<file path="config.mk">
export PLATFORM = sky130hd
export DESIGN_NAME = ppu_ap_master_flat
export DESIGN_NICKNAME = d
export VERILOG_FILES = /design/src/rtl/ppu_ap_master_if.sv /design/src/rtl/ppu_ap_master.sv /design/src/flat_wrapper.sv
export SDC_FILE = /design/constraint.sdc
export NUM_CORES = 1
export LEC_CHECK = 0
export ABC_AREA = 1
export BUFFER_PORTS_ARGS = -buffer_cell sky130_fd_sc_hd__buf_2
export CORE_AREA = 2 2 186 188
export DETAILED_ROUTE_END_ITERATION = 6
export DIE_AREA = 0 0 188 190
export GPL_TIMING_DRIVEN = 0
export HOLD_SLACK_MARGIN = 0.06
export PLACE_DENSITY = 0.67
export SLEW_MARGIN = 20
export SYNTH_ARGS = -nofsm -noshare
export SYNTH_HDL_FRONTEND = slang
export SYNTH_SLANG_ARGS = --single-unit
</file>
<file path="constraint.sdc">
create_clock -name ap_clk -period 4.3 [get_ports ap_clk]
set_input_delay 0.86 -clock ap_clk [delete_from_list [all_inputs] [get_ports ap_clk]]
set_output_delay 0.86 -clock ap_clk [all_outputs]
set_load 0.02 [all_outputs]
</file>
<file path="src/rtl/ppu_ap_master_if.sv">
// rtl/ppu_ap_master_if.sv - command stream, PPU ap handshake and result stream bundle
interface ppu_ap_master_if #(
    parameter int WORD    = 32,
    parameter int OP_SIZE = 3
);
    logic               cmd_valid;
    logic               cmd_ready;
    logic [WORD-1:0]    cmd_in1;
    logic [WORD-1:0]    cmd_in2;
    logic [OP_SIZE-1:0] cmd_op;
    logic               ap_start;
    logic               ap_continue;
    logic [WORD-1:0]    ppu_in1;
    logic [WORD-1:0]    ppu_in2;
    logic [OP_SIZE-1:0] ppu_op;
    logic               ap_done;
    logic               ap_ready;
    logic [WORD-1:0]    ppu_out;
    logic               res_valid;
    logic               res_ready;
    logic [WORD-1:0]    res_data;

    modport master (
        input  cmd_valid, cmd_in1, cmd_in2, cmd_op,
        input  ap_done, ap_ready, ppu_out, res_ready,
        output cmd_ready, ap_start, ap_continue, ppu_in1, ppu_in2, ppu_op,
        output res_valid, res_data
    );

    modport slave (
        output cmd_valid, cmd_in1, cmd_in2, cmd_op,
        output ap_done, ap_ready, ppu_out, res_ready,
        input  cmd_ready, ap_start, ap_continue, ppu_in1, ppu_in2, ppu_op,
        input  res_valid, res_data
    );
endinterface

</file>
<file path="src/rtl/ppu_ap_master.sv">
// rtl/ppu_ap_master.sv - ap_ctrl_hs initiator with command FIFO; PPU_AP_MASTER_TIMEOUT_EN adds an ISSUE watchdog
module ppu_ap_master #(
    parameter int WORD    = 32,
    parameter int OP_SIZE = 3,
    parameter int DEPTH   = 4,
    parameter int TIMEOUT = 255
) (
    input  logic        ap_clk,
    input  logic        ap_rst_n,
    ppu_ap_master_if.master bus,
    output logic        busy,
    output logic [15:0] issued_cnt
`ifdef PPU_AP_MASTER_TIMEOUT_EN
    ,
    output logic        timeout_o
`endif
);
    localparam int PTR_W = $clog2(DEPTH);
    localparam int CNT_W = PTR_W + 1;

    if (DEPTH < 2 || (DEPTH & (DEPTH - 1)) != 0 || TIMEOUT < 1) begin : g_bad_param
        $error("ppu_ap_master: DEPTH must be a power of two >= 2 and TIMEOUT >= 1");
    end

    typedef enum logic [1:0] {IDLE, ISSUE, RESP} state_t;

    state_t state_q, state_d;

    logic [WORD-1:0]    in1_mem [DEPTH];
    logic [WORD-1:0]    in2_mem [DEPTH];
    logic [OP_SIZE-1:0] op_mem  [DEPTH];
    logic [PTR_W-1:0]   wr_ptr, rd_ptr;
    logic [CNT_W-1:0]   count;

    logic               ap_start_q, res_valid_q;
    logic [WORD-1:0]    ppu_in1_q, ppu_in2_q, res_data_q;
    logic [OP_SIZE-1:0] ppu_op_q;
    logic [15:0]        issued_q;

    logic push, pop, do_issue, do_done, do_ack, do_timeout;

`ifdef PPU_AP_MASTER_TIMEOUT_EN
    localparam int WD_W = ($clog2(TIMEOUT + 1) > 8) ? $clog2(TIMEOUT + 1) : 8;
    logic [WD_W-1:0] wdog;
    logic            timeout_q;
`endif

    assign bus.cmd_ready   = (count != CNT_W'(DEPTH));
    assign push            = bus.cmd_valid & bus.cmd_ready;
    assign pop             = do_done | do_timeout;
    assign bus.ap_start    = ap_start_q;
    assign bus.ppu_in1     = ppu_in1_q;
    assign bus.ppu_in2     = ppu_in2_q;
    assign bus.ppu_op      = ppu_op_q;
    assign bus.res_valid   = res_valid_q;
    assign bus.res_data    = res_data_q;
    assign bus.ap_continue = do_ack;
    assign busy            = (state_q != IDLE) || (count != '0);
    assign issued_cnt      = issued_q;

    // The current PPU raises ap_ready together with ap_done; progress only ever keys off ap_done.
    assert property (@(posedge ap_clk) disable iff (!ap_rst_n) bus.ap_done |-> bus.ap_ready);

    always_comb begin
        state_d    = state_q;
        do_issue   = 1'b0;
        do_done    = 1'b0;
        do_ack     = 1'b0;
        do_timeout = 1'b0;
        case (state_q)
            IDLE: begin
                if (count != '0) begin
                    do_issue = 1'b1;
                    state_d  = ISSUE;
                end
            end
            ISSUE: begin
                if (bus.ap_done) begin
                    do_done = 1'b1;
                    state_d = RESP;
                end
`ifdef PPU_AP_MASTER_TIMEOUT_EN
                else if (wdog == WD_W'(TIMEOUT - 1)) begin
                    do_timeout = 1'b1;
                    state_d    = RESP;
                end
`endif
            end
            RESP: begin
                if (res_valid_q && bus.res_ready) begin
                    do_ack  = 1'b1;
                    state_d = IDLE;
                end
            end
            default: state_d = IDLE;
        endcase
    end

    // FIFO storage carries no reset; occupancy alone defines what is valid.
    always_ff @(posedge ap_clk) begin
        if (push) begin
            in1_mem[wr_ptr] <= bus.cmd_in1;
            in2_mem[wr_ptr] <= bus.cmd_in2;
            op_mem[wr_ptr]  <= bus.cmd_op;
        end
    end

    always_ff @(posedge ap_clk) begin
        if (!ap_rst_n) begin
            state_q     <= IDLE;
            wr_ptr      <= '0;
            rd_ptr      <= '0;
            count       <= '0;
            ap_start_q  <= 1'b0;
            res_valid_q <= 1'b0;
            ppu_in1_q   <= '0;
            ppu_in2_q   <= '0;
            ppu_op_q    <= '0;
            res_data_q  <= '0;
            issued_q    <= '0;
        end else begin
            state_q <= state_d;
            if (push) wr_ptr <= wr_ptr + PTR_W'(1);
            if (pop)  rd_ptr <= rd_ptr + PTR_W'(1);
            case ({push, pop})
                2'b10:   count <= count + CNT_W'(1);
                2'b01:   count <= count - CNT_W'(1);
                default: count <= count;
            endcase
            if (do_issue) begin
                ppu_in1_q  <= in1_mem[rd_ptr];
                ppu_in2_q  <= in2_mem[rd_ptr];
                ppu_op_q   <= op_mem[rd_ptr];
                ap_start_q <= 1'b1;
            end
            if (do_done) begin
                res_data_q  <= bus.ppu_out;
                res_valid_q <= 1'b1;
                ap_start_q  <= 1'b0;
                issued_q    <= issued_q + 16'd1;
            end
            if (do_timeout) begin
                res_data_q  <= {1'b1, {(WORD-1){1'b0}}};
                res_valid_q <= 1'b1;
                ap_start_q  <= 1'b0;
            end
            if (do_ack) res_valid_q <= 1'b0;
        end
    end

`ifdef PPU_AP_MASTER_TIMEOUT_EN
    assign timeout_o = timeout_q;

    always_ff @(posedge ap_clk) begin
        if (!ap_rst_n) begin
            wdog      <= '0;
            timeout_q <= 1'b0;
        end else begin
            if (do_issue)              wdog <= '0;
            else if (state_q == ISSUE) wdog <= wdog + WD_W'(1);
            if (do_timeout) timeout_q <= 1'b1;
        end
    end
`endif
endmodule
</file>
<file path="src/flat_wrapper.sv">
// flat-port wrapper written by rule: the top's interface ports become plain ports
module ppu_ap_master_flat 
#(
    parameter int WORD    = 32,
    parameter int OP_SIZE = 3,
    parameter int DEPTH   = 4,
    parameter int TIMEOUT = 255
)
  (ap_clk, ap_rst_n, busy, issued_cnt, bus_cmd_valid, bus_cmd_in1, bus_cmd_in2, bus_cmd_op, bus_ap_done, bus_ap_ready, bus_ppu_out, bus_res_ready, bus_cmd_ready, bus_ap_start, bus_ap_continue, bus_ppu_in1, bus_ppu_in2, bus_ppu_op, bus_res_valid, bus_res_data);
  ppu_ap_master_if #(.WORD(WORD), .OP_SIZE(OP_SIZE)) bus_i ();
  input  logic ap_clk;
  input  logic ap_rst_n;
  output logic busy;
  output logic [15:0] issued_cnt;
  input wire logic [$bits(bus_i.cmd_valid)-1:0] bus_cmd_valid;
  input wire logic [$bits(bus_i.cmd_in1)-1:0] bus_cmd_in1;
  input wire logic [$bits(bus_i.cmd_in2)-1:0] bus_cmd_in2;
  input wire logic [$bits(bus_i.cmd_op)-1:0] bus_cmd_op;
  input wire logic [$bits(bus_i.ap_done)-1:0] bus_ap_done;
  input wire logic [$bits(bus_i.ap_ready)-1:0] bus_ap_ready;
  input wire logic [$bits(bus_i.ppu_out)-1:0] bus_ppu_out;
  input wire logic [$bits(bus_i.res_ready)-1:0] bus_res_ready;
  output wire logic [$bits(bus_i.cmd_ready)-1:0] bus_cmd_ready;
  output wire logic [$bits(bus_i.ap_start)-1:0] bus_ap_start;
  output wire logic [$bits(bus_i.ap_continue)-1:0] bus_ap_continue;
  output wire logic [$bits(bus_i.ppu_in1)-1:0] bus_ppu_in1;
  output wire logic [$bits(bus_i.ppu_in2)-1:0] bus_ppu_in2;
  output wire logic [$bits(bus_i.ppu_op)-1:0] bus_ppu_op;
  output wire logic [$bits(bus_i.res_valid)-1:0] bus_res_valid;
  output wire logic [$bits(bus_i.res_data)-1:0] bus_res_data;
  assign bus_i.cmd_valid = bus_cmd_valid;
  assign bus_i.cmd_in1 = bus_cmd_in1;
  assign bus_i.cmd_in2 = bus_cmd_in2;
  assign bus_i.cmd_op = bus_cmd_op;
  assign bus_i.ap_done = bus_ap_done;
  assign bus_i.ap_ready = bus_ap_ready;
  assign bus_i.ppu_out = bus_ppu_out;
  assign bus_i.res_ready = bus_res_ready;
  assign bus_cmd_ready = bus_i.cmd_ready;
  assign bus_ap_start = bus_i.ap_start;
  assign bus_ap_continue = bus_i.ap_continue;
  assign bus_ppu_in1 = bus_i.ppu_in1;
  assign bus_ppu_in2 = bus_i.ppu_in2;
  assign bus_ppu_op = bus_i.ppu_op;
  assign bus_res_valid = bus_i.res_valid;
  assign bus_res_data = bus_i.res_data;
  ppu_ap_master #(.WORD(WORD), .OP_SIZE(OP_SIZE), .DEPTH(DEPTH), .TIMEOUT(TIMEOUT)) u_core (.ap_clk(ap_clk), .ap_rst_n(ap_rst_n), .bus(bus_i), .busy(busy), .issued_cnt(issued_cnt));
endmodule
</file>
==> run metrics <==
remaining antenna violation count after routing=0; Cells after Synth=1266; Die Y=190 um; Mean Syn Cell Area=11.56 um^2; fillers=2918; initial antenna violation count=9; CTS tree=built; worst hold path type=reg -> reg; critical path peak fanout=5; status=finished, final reports clean; Critical Path AT=1.86 ns; fin crit period=2.724 ns; net count after synthesis=1378; die width=188 um; worst reg2reg path depth=9; starting DRC count in detailed routing=625; RSZ-0062 raised after global routing=false; utilization of the core after routing=0.5320; clock skew=0.01413 ns; Post-CTS Setup Repair Bufs=0; final WL=36600 um; core box area=33950 um^2; DR WL/cell=17.95 um; P_sw=0.003371 W; r2r setup slk=2.05 ns; hold buffers post-CTS=0; synth warn=0; Placer Congestion=0.8127; combinational power share=0.235; DIE AREA=35720 um^2; Clk pwr share=0.334; DP Cell Count=1956; Non-Filler Instances=2039; Seq/Total Area, Yosys=0.7224; achievable frequency=0.3671 GHz; RR Endpoint=u_core.count[2]; power share of the sequential group=0.431; Post-route DRC=0; Sinks on Clock Net=394; leakage power=6.951 nW; switching portion of total power=0.3101; Slew Viols, Final=0; Max-slew headroom=0.4722; Root Buffer=clkbuf_16; startpoint types=flop; worst endpoint required time=3.44 ns; CP max-delay cell=nor4_1; Setup violations, final=0; internal power=0.007501 W; Worst-Margin Slew=0.7898 ns; H-tree lvl count=2; CP max stage delay=0.68 ns; hold path cells=2; Post-CTS Resized=0; Max Root-Sink Buffers=3; nets@finish=1658; number of max-cap violations=0; Worst-path clk slew=0.06 ns; Cell Rows=68; synthesis-to-layout area growth=23.42%; DR vias/cell=5.137; Netlist cell types=33; crit path cell chain=nor4_1 -> buf_2; IO Pins=225; reg-to-reg critical path startpoint=u_core.count[0]; Netlist Area Pre-Place=14630 um^2; largest net degree at the start of global routing=24; Period Utilization, post-route=0.6334; vias in the first global route=10.20k; Final Hold Fails=0; Total Neg Setup Slack=0 ns; PortBufs=223; worst hold margin=0.4601 ns; pwr/cell area=602.0 nW/um^2; synthesized flop and latch total=394; gr ovfl total=0; Via Count=10.47k; HP Start=u_core.bus.res_data[31]; share of cells above drive strength 1=0.2271; critical path class=reg -> out; post-DP HPWL=24240 um; first drt pass iteration count=4; Largest delay share family, worst path=simple AND/OR/NAND/NOR gates; Max VDD drop=0.0004143 V; WHS Endpoint=u_core.bus.res_data[31]; starting density of the core=0.4310; first-pass GRT wire length=56210 um; Worst Setup End Kind=output port; cts bufs inserted=43; Total Routing Usage GR=0.2014; Crit path buffers/inverters=1; worst-skew pair later-pin latency=0.54 ns
==> through the flow <==
stage	power, W	setup WS [ns]	area, um^2
2_1_floorplan	0.006356	-0.03512	14630
3_3_place_gp	0.007267	-2.706	16320
3_5_place_dp	0.007336	1.576	16630
4_1_cts	0.01098	1.552	18050
5_1_grt	0.01139	1.523	18060
6_report	0.01087	1.576	18060
==> logic make-up after synthesis <==
family                   count (synthesis)  synth area share
AO/OA/AOI/OAI                          330            0.1189
AND/OR/NAND/NOR                        417            0.1121
flip-flops                             394            0.7224
XOR/XNOR                                 3          0.001796
buffers and inverters                  115           0.03831
adder cells (fa/ha/maj)                  7          0.006498
==> tightest hold or removal path, cell delays in order, from the launching register on <==
cell     delay (ns)
dfxtp_1        0.30
nand2_1        0.06
a21oi_1        0.05
==> power groups by stage <==
stage | Combinational (W) | Sequential (W) | Clock, W
finish | 0.00256 | 0.00468 | 0.00363
global route | 0.00282 | 0.00472 | 0.00385
CTS | 0.00259 | 0.00468 | 0.00370
detailed placement | 0.00258 | 0.00476 | 0
global placement | 0.00249 | 0.00478 | 0
floorplan | 0.00128 | 0.00507 | 0
==> layout by cell type (no fill, tap or decap), types with 44 or more instances in the layout <==
master,synthesis,layout
nor2_1,297,293
nand2_1,96,96
dfxtp_1,126,126
clkbuf_16,0,44
o21ai_0,170,170
edfxtp_1,268,268
a21oi_1,48,48
o22ai_1,67,67
clkbuf_1,35,46
buf_2,21,244
==> worst max-delay path by stage <==
stage	start	end	slack, ns	cells after the start
2_1_floorplan	bus_cmd_valid	u_core.in1_mem[0][0]	-0.04	2
3_3_place_gp	bus_cmd_valid	u_core.in2_mem[3][17]	-2.71	3
3_5_place_dp	bus_ap_done	u_core.count[2]	1.58	11
4_1_cts	u_core.bus.res_valid	bus_ap_continue	1.55	3
5_1_grt	u_core.bus.res_valid	bus_ap_continue	1.52	3
6_report	u_core.state_q[0]	bus_ap_continue	1.58	2
==> area by class of cell <==
cell class                 instances  area, um^2  share of cell area
buffer                            78       417.9             0.02314
clock inverter                    18       187.7             0.01039
antenna                            3       7.507           0.0004157
tap                              455       569.3             0.03152
inverter                          37       142.6            0.007898
timing repair buffer             235        1394             0.07718
multi-input combinational        757        3532              0.1956
clock buffer                      62        1239             0.06859
sequential                       394       10570              0.5853
==> layer usage <==
layer  global-route usage  up-vias  share of wire
met2               0.3429      369           0.48
met5                    0        -         0.0021
met1               0.2554     5007           0.42
met4              0.05754       12          0.019
met3              0.05091       62          0.073
li1                     -     5024              -
==> flip-flops by register name, indices dropped and copies added, names as in the netlist <==
| register | flops |
|---|---|
| u_core.state_q | 2 |
| u_core.wr_ptr | 2 |
| u_core.bus.ap_start | 1 |
| u_core.in1_mem | 128 |
| u_core.in2_mem | 128 |
| u_core.bus.ppu_in1 | 32 |
| u_core.rd_ptr | 2 |
| u_core.bus.res_data | 32 |
| u_core.count | 3 |
| u_core.issued_cnt | 16 |
| u_core.bus.ppu_op | 3 |
| u_core.bus.res_valid | 1 |
| u_core.op_mem | 12 |
| u_core.bus.ppu_in2 | 32 |
==> cells in the mapped netlist (all sizes together) <==
| cell | count | area, um^2 |
|---|---|---|
| xor2 | 3 | 26.28 |
| clkbuf | 36 | 136.4 |
| ha | 6 | 75.07 |
| nand3 | 12 | 75.07 |
| or2 | 1 | 6.260 |
| buf | 42 | 281.5 |
| nand4 | 3 | 25.02 |
| o21ai | 213 | 1066 |
| nor4 | 1 | 6.260 |
| nor3 | 4 | 20.02 |
| o22ai | 67 | 419.2 |
| clkinv | 1 | 5.000 |
| dfxtp | 126 | 2522 |
| inv | 36 | 137.6 |
| fa | 1 | 20.02 |
| nand2 | 97 | 366.6 |
| edfxtp | 268 | 8048 |
| a21oi | 48 | 240.2 |
| nor2 | 299 | 1141 |
| o211ai | 1 | 7.510 |
| o21bai | 1 | 7.510 |
Power figures use the tool's default switching activity.
